`src/rtl/lcd_pkg.sv`:
```
// Shared definitions for the memory-LCD command sequencer: opcodes and FSM states.
package lcd_pkg;

  localparam logic [7:0] OP_NOP        = 8'h00;
  localparam logic [7:0] OP_WRITE_LINE = 8'h01;
  localparam logic [7:0] OP_CLEAR      = 8'h02;
  localparam logic [7:0] OP_DISP_ON    = 8'h03;
  localparam logic [7:0] OP_DISP_OFF   = 8'h04;

  typedef enum logic [2:0] {
    IDLE      = 3'd0,
    CMD       = 3'd1,
    LINE_ADDR = 3'd2,
    LINE_DATA = 3'd3,
    DISCARD   = 3'd4
  } state_t;

endpackage

```
`src/rtl/lcd_cmd_ctrl_sync_2ff.sv`:
```
// Two-flop synchronizer for an asynchronous single-bit input, with a selectable reset level.
module sync_2ff #(
  parameter logic RST_VAL = 1'b1
) (
  input  logic i_clk,
  input  logic i_reset,
  input  logic i_d,
  output logic o_q
);

  logic meta_r;
  logic sync_r;

  // metastability filter chain
  always_ff @(posedge i_clk or posedge i_reset) begin
    if (i_reset) begin
      meta_r <= RST_VAL;
      sync_r <= RST_VAL;
    end else begin
      meta_r <= i_d;
      sync_r <= meta_r;
    end
  end

  assign o_q = sync_r;

endmodule

```
`src/rtl/lcd_cmd_ctrl.sv`:
```
// Packet framer and command decoder feeding the frame buffer and the memory-LCD line engine.
module lcd_cmd_ctrl
  import lcd_pkg::*;
#(
  parameter int LINE_BYTES = 16,
  parameter int NUM_LINES  = 128,
  parameter int FB_AW      = $clog2(LINE_BYTES * NUM_LINES),
  parameter int LINE_AW    = $clog2(NUM_LINES)
) (
  input  logic               i_clk,
  input  logic               i_reset,
  input  logic [7:0]         i_rx_data,
  input  logic               i_rx_dataValid,
  input  logic               i_spi_cs_n,
  output logic               o_fb_we,
  output logic [FB_AW-1:0]   o_fb_addr,
  output logic [7:0]         o_fb_data,
  output logic               o_upd_valid,
  output logic [LINE_AW-1:0] o_upd_line,
  input  logic               i_upd_ready,
  output logic               o_clr_req,
  input  logic               i_clr_ack,
  output logic               o_disp_en,
  output logic               o_err_cmd,
  output logic               o_err_ovr,
  input  logic               i_err_clr
);

  localparam int IDX_AW = $clog2(LINE_BYTES);

  state_t               state_r, state_nxt, dec_state_s;
  logic [LINE_AW-1:0]   line_r, line_nxt;
  logic [IDX_AW-1:0]    idx_r, idx_nxt;
  logic                 fb_we_r, fb_we_nxt;
  logic [FB_AW-1:0]     fb_addr_r, fb_addr_nxt;
  logic [7:0]           fb_data_r, fb_data_nxt;
  logic                 upd_valid_r;
  logic [LINE_AW-1:0]   upd_line_r;
  logic                 clr_req_r, disp_en_r, err_cmd_r, err_ovr_r;
  logic                 cs_sync_s, cs_prev_r, cs_fall_s, cs_rise_s;
  logic                 line_done_s, clr_set_s, disp_on_s, disp_off_s, cmd_err_s;

  sync_2ff #(.RST_VAL(1'b1)) u_cs_sync (
    .i_clk   (i_clk),
    .i_reset (i_reset),
    .i_d     (i_spi_cs_n),
    .o_q     (cs_sync_s)
  );

  assign cs_fall_s = cs_prev_r & ~cs_sync_s;
  assign cs_rise_s = ~cs_prev_r & cs_sync_s;

  // FSM, line/byte position and frame-buffer write register
  always_ff @(posedge i_clk or posedge i_reset) begin
    if (i_reset) begin
      state_r   <= IDLE;
      cs_prev_r <= 1'b1;
      line_r    <= {LINE_AW{1'b0}};
      idx_r     <= {IDX_AW{1'b0}};
      fb_we_r   <= 1'b0;
      fb_addr_r <= {FB_AW{1'b0}};
      fb_data_r <= 8'h00;
    end else begin
      state_r   <= state_nxt;
      cs_prev_r <= cs_sync_s;
      line_r    <= line_nxt;
      idx_r     <= idx_nxt;
      fb_we_r   <= fb_we_nxt;
      fb_addr_r <= fb_addr_nxt;
      fb_data_r <= fb_data_nxt;
    end
  end

  // Byte decode; the current byte is always consumed before any framing edge takes effect
  always_comb begin
    dec_state_s = state_r;
    line_nxt    = line_r;
    idx_nxt     = idx_r;
    fb_we_nxt   = 1'b0;
    fb_addr_nxt = fb_addr_r;
    fb_data_nxt = fb_data_r;
    line_done_s = 1'b0;
    clr_set_s   = 1'b0;
    disp_on_s   = 1'b0;
    disp_off_s  = 1'b0;
    cmd_err_s   = 1'b0;
    if (i_rx_dataValid) begin
      case (state_r)
        CMD: begin
          case (i_rx_data)
            OP_NOP:        dec_state_s = CMD;
            OP_WRITE_LINE: dec_state_s = LINE_ADDR;
            OP_CLEAR:      clr_set_s   = 1'b1;
            OP_DISP_ON:    disp_on_s   = 1'b1;
            OP_DISP_OFF:   disp_off_s  = 1'b1;
            default: begin
              cmd_err_s   = 1'b1;
              dec_state_s = DISCARD;
            end
          endcase
        end
        LINE_ADDR: begin
          if ({1'b0, i_rx_data} < 9'(NUM_LINES)) begin
            line_nxt    = i_rx_data[LINE_AW-1:0];
            idx_nxt     = {IDX_AW{1'b0}};
            dec_state_s = LINE_DATA;
          end else begin
            cmd_err_s   = 1'b1;
            dec_state_s = DISCARD;
          end
        end
        LINE_DATA: begin
          fb_we_nxt   = 1'b1;
          fb_addr_nxt = FB_AW'({line_r, idx_r});
          fb_data_nxt = i_rx_data;
          if (idx_r == IDX_AW'(LINE_BYTES - 1)) begin
            line_done_s = 1'b1;
            idx_nxt     = {IDX_AW{1'b0}};
            if (line_r == LINE_AW'(NUM_LINES - 1)) begin
              line_nxt = {LINE_AW{1'b0}};
            end else begin
              line_nxt = line_r + LINE_AW'(1);
            end
          end else begin
            idx_nxt = idx_r + IDX_AW'(1);
          end
        end
        default: dec_state_s = state_r;
      endcase
    end else begin
      dec_state_s = state_r;
    end

    if (cs_fall_s) begin
      state_nxt = CMD;
    end else if (cs_rise_s) begin
      state_nxt = IDLE;
    end else begin
      state_nxt = dec_state_s;
    end
  end

  // Update/clear handshakes, display enable and sticky error flags
  always_ff @(posedge i_clk or posedge i_reset) begin
    if (i_reset) begin
      upd_valid_r <= 1'b0;
      upd_line_r  <= {LINE_AW{1'b0}};
      clr_req_r   <= 1'b0;
      disp_en_r   <= 1'b0;
      err_cmd_r   <= 1'b0;
      err_ovr_r   <= 1'b0;
    end else begin
      if (line_done_s && !(upd_valid_r && !i_upd_ready)) begin
        upd_valid_r <= 1'b1;
        upd_line_r  <= line_r;
      end else if (i_upd_ready) begin
        upd_valid_r <= 1'b0;
      end
      clr_req_r <= clr_set_s | (clr_req_r & ~i_clr_ack);
      if (disp_on_s) begin
        disp_en_r <= 1'b1;
      end else if (disp_off_s) begin
        disp_en_r <= 1'b0;
      end
      err_cmd_r <= cmd_err_s | (err_cmd_r & ~i_err_clr);
      err_ovr_r <= (line_done_s & upd_valid_r & ~i_upd_ready) | (err_ovr_r & ~i_err_clr);
    end
  end

  assign o_fb_we     = fb_we_r;
  assign o_fb_addr   = fb_addr_r;
  assign o_fb_data   = fb_data_r;
  assign o_upd_valid = upd_valid_r;
  assign o_upd_line  = upd_line_r;
  assign o_clr_req   = clr_req_r;
  assign o_disp_en   = disp_en_r;
  assign o_err_cmd   = err_cmd_r;
  assign o_err_ovr   = err_ovr_r;

endmodule
```
`config.mk`:
```
export PLATFORM = sky130hd
export DESIGN_NAME = lcd_cmd_ctrl
export DESIGN_NICKNAME = d
export VERILOG_FILES = /design/src/rtl/lcd_pkg.sv /design/src/rtl/lcd_cmd_ctrl_sync_2ff.sv /design/src/rtl/lcd_cmd_ctrl.sv
export SDC_FILE = /design/constraint.sdc
export NUM_CORES = 1
export LEC_CHECK = 0
export CAP_MARGIN = 10
export CORE_UTILIZATION = 45
export DETAILED_ROUTE_END_ITERATION = 8
export PLACE_DENSITY = 0.71
export SLEW_MARGIN = 25
export SYNTH_ARGS = -nofsm -noshare
export SYNTH_HDL_FRONTEND = slang
export SYNTH_SLANG_ARGS = --single-unit
```
`constraint.sdc`:
```
create_clock -name i_clk -period 3.5 [get_ports i_clk]
set_input_delay 0.7 -clock i_clk [delete_from_list [all_inputs] [get_ports i_clk]]
set_output_delay 0.7 -clock i_clk [all_outputs]
set_load 0.01 [all_outputs]
```
==> summary.txt <==
Power and ir drop
  – Pwr/cell area: just over 400 nW/um^2
  – Peak VDD IR: roughly 0.18 mV
  – Static Leak: roughly 1.4 nW

Worst setup path
  – Critical Path End Type: flop
  – CP startpoint kind: input pin
  – CP Cell Sequence: clkdlybuf4s50_1, and3b_1, nand2_1, inv_2, and3_1, mux2_1
  – Flop-to-flop setup slack: roughly 1500 ps
  – Worst Path Required: around 3700 ps
  – Critical path data arrival time: roughly 2600 ps
  – CP max stage delay: approximately 560 ps
  – WS Path Type: in2reg
  – Slowest-stage cell, CP: clkdlybuf4s50_1
  – Worst-case reg-to-reg path depth: 5
  – CP max FO: 20

Finish
  – Layout cell share with drive strength beyond 1: 7.94%
  – Layout area overhead: 26.6%
  – Nets@finish: around 300
  – Fillers: 445
  – Post-Layout Inst Area: 2910 sq um
  – Inserted Diodes: 0
  – Area of the multi-input gates: 975 sq um
  – Register area: 1230 sq um

Floorplan
  – Die ar.: 5400 sq um
  – Io pins: 47
  – Die Span X: 73.5 microns
  – Die Height: 73.5 microns
  – Core Footprint: ~4800 sq um
  – Initial Utilization: a little under half
  – Row count: 25

Outcome
  – Status: completed

Timing
  – Fin crit share: just under 70%
  – Worst Max-Slew Pin Slew: about 850 ps
  – Final Slew Violations: 0
  – Max Clock Freq: ~410 MHz
  – Setup violators final: 0
  – RSZ-0062 raised after global routing: no
  – Slew headroom: 43.6%
  – Fin crit period: about 2400 ps
  – Final Hold Vio Count: 0
  – Worst clock skew: 3.08 ps
  – Setup_tns: 0 ps

Routing
  – DRT Wirelength: between 4000 and 5000 microns
  – Via count: around 1800
  – Iter 0 DRT Violations: approximately 100
  – ANT nets after route: 0
  – Drc violations: 0
  – Via-to-Cell Ratio: 5.28
  – Total iterations of the first detailed-routing run: 4
  – Drt wl/cell: approximately 14 microns

Clocking
  – CTS tree: done
  – Number of setup buffers added after CTS: 0
  – Worst-skew pair later-pin latency: ~300 ps
  – Clock Sinks: 49
  – Inserted Clock Buffers: 5
  – Post-CTS Hold Fix Bufs: 0
  – Reg clk slew, reported paths: roughly 90 ps
  – Max Root-Sink Buffers: 2
  – H-tree depth: 2
  – Resized Gates After CTS: 0
  – Clock Tree Root: clkbuf_8

Synthesis
  – Seq/Total Area, Yosys: between 50% and 60%
  – Ys Warns: 0
  – Syn_nets: 252
  – Ys flop type: dfrtp_1
  – Top post-synthesis cells by area: dfrtp_1 (50%), nand2_1 (9.6%), dfstp_2 (3.4%)
  – Yosys top cell by area: dfrtp_1
  – EDFF count, synth: 0
  – Synth async-reset ratio: between 90% and 100%
  – FF+latch count, synth: just under 50
  – Synth top area share: between 50% and 60%
  – Cell with the most instances after synthesis: nand2_1
  – Syn Area/Cell: a little under 10 sq um
  – Mapped Area: between 2000 and 2500 sq um
  – Yosys cell types: around 50
  – Cells after Synth: between 200 and 250
  – Most instantiated cells after synthesis: nand2_1 (59), dfrtp_1 (46), inv_1 (12), o21ai_0 (11)

Global routing
  – Initial antenna violation count: 0
  – Vias in the first global route: 1701
  – First-pass GRT wire length: approximately 8200 microns
  – Remaining Overflow, GRT: 0
  – Largest net degree at the start of global routing: 50
  – Tot GR Track Use: roughly a fifth

Placement
  – Final Wtd Congestion: 0.869
  – Post-DP Area: approximately 2800 sq um
  – DP HPWL: 3510 microns
  – Port bufs: 46

Run
  – # Max-Cap Violations: 0

Hold path
  – Worst Hold Class: reg2reg
  – Hold Crit Depth: 0
-- final timing paths --
| kind | startpoint | to |
|---|---|---|
| max | i_rx_dataValid | o_upd_line[2] |
| min | u_cs_sync.meta_r | u_cs_sync.o_q |
| max reg2reg | state_r[2] | o_upd_line[2] |
| min reg2reg | u_cs_sync.meta_r | u_cs_sync.o_q |
| max in group asynchronous | i_reset | o_upd_line[3] |
| min in group asynchronous | i_reset | o_upd_valid |
-- critical path: cells and delay by family --
kind	cells	cell delay, ps
simple gates	3	680
buf+inv	2	840
mux	1	360
-- per-layer routing --
| layer | up-vias | track usage (%) | part of all wire, % |
|---|---|---|---|
| met5 | - | 0 | 0 |
| met4 | 0 | 5.98 | 0.51 |
| met3 | 2 | 4.80 | 4.2 |
| met2 | 51 | 30.8 | 46 |
| met1 | 881 | 29.0 | 49 |
| li1 | 881 | - | - |
-- state kept, by name (all words and copies together), names as in the netlist, 3 cells and up --
name	flops
idx_r	4
state_r	3
o_fb_data	8
o_upd_line	7
line_r	7
o_fb_addr	11
-- metrics by stage --
stage,power (mW),utilization (%),setup slack (ps),cells,hold slack [ps]
after detailed placement,0.792,58.2,770,337,347
final,1.17,60.4,1080,344,359
after CTS,1.18,60.4,1090,344,360
after global placement,0.788,58.2,854,337,345
after floorplan,0.723,-,1540,233,345
after global routing,1.22,60.4,964,344,370
-- report_power, final --
part	switching, mW	total, mW	leakage [nW]	internal [mW]
Sequential	0.0461	0.645	0.653	0.599
Combinational	0.0672	0.136	0.644	0.0692
Clock	0.184	0.391	0.0540	0.208
-- logic make-up after synthesis --
| kind of cell | after synthesis | synth area share (%) |
|---|---|---|
| xor+xnor | 2 | 0.762 |
| compound gates | 43 | 12.8 |
| flops | 49 | 53.5 |
| simple gates | 103 | 22.3 |
| fa+ha+maj | 4 | 2.18 |
| buf+inv | 23 | 4.08 |
| mux | 9 | 4.36 |
-- placed cells by master (no fill, tap or decap), drive strengths merged, types with 2 or more instances in the layout --
| cell type | count |
|---|---|
| o31ai | 2 |
| o22ai | 2 |
| nor4b | 2 |
| and3b | 2 |
| a31oi | 2 |
| clkbuf | 5 |
| nand4 | 2 |
| o21ai | 14 |
| xnor2 | 2 |
| inv | 12 |
| nor2b | 3 |
| nor2 | 8 |
| nor3b | 2 |
| and2 | 3 |
| dfstp | 3 |
| and3 | 3 |
| clkinv | 2 |
| clkdlybuf4s50 | 46 |
| nand2 | 59 |
| nor3 | 2 |
| a21oi | 8 |
| nand3b | 2 |
| nand3 | 7 |
| ha | 4 |
| nor4 | 2 |
| mux2 | 8 |
| dfrtp | 46 |
| or4 | 2 |
| a22oi | 2 |
| nand2b | 2 |
-- area by class of cell --
class,count,share of cell area [%]
repair buffers,47,16.1
clock buffers,5,2.36
clock inverters,2,1.20
well taps,67,2.88
multi-input cells,161,33.5
inverters,13,1.72
flip-flops and latches,49,42.3
Note: power is estimated with default switching activity, not from simulation.
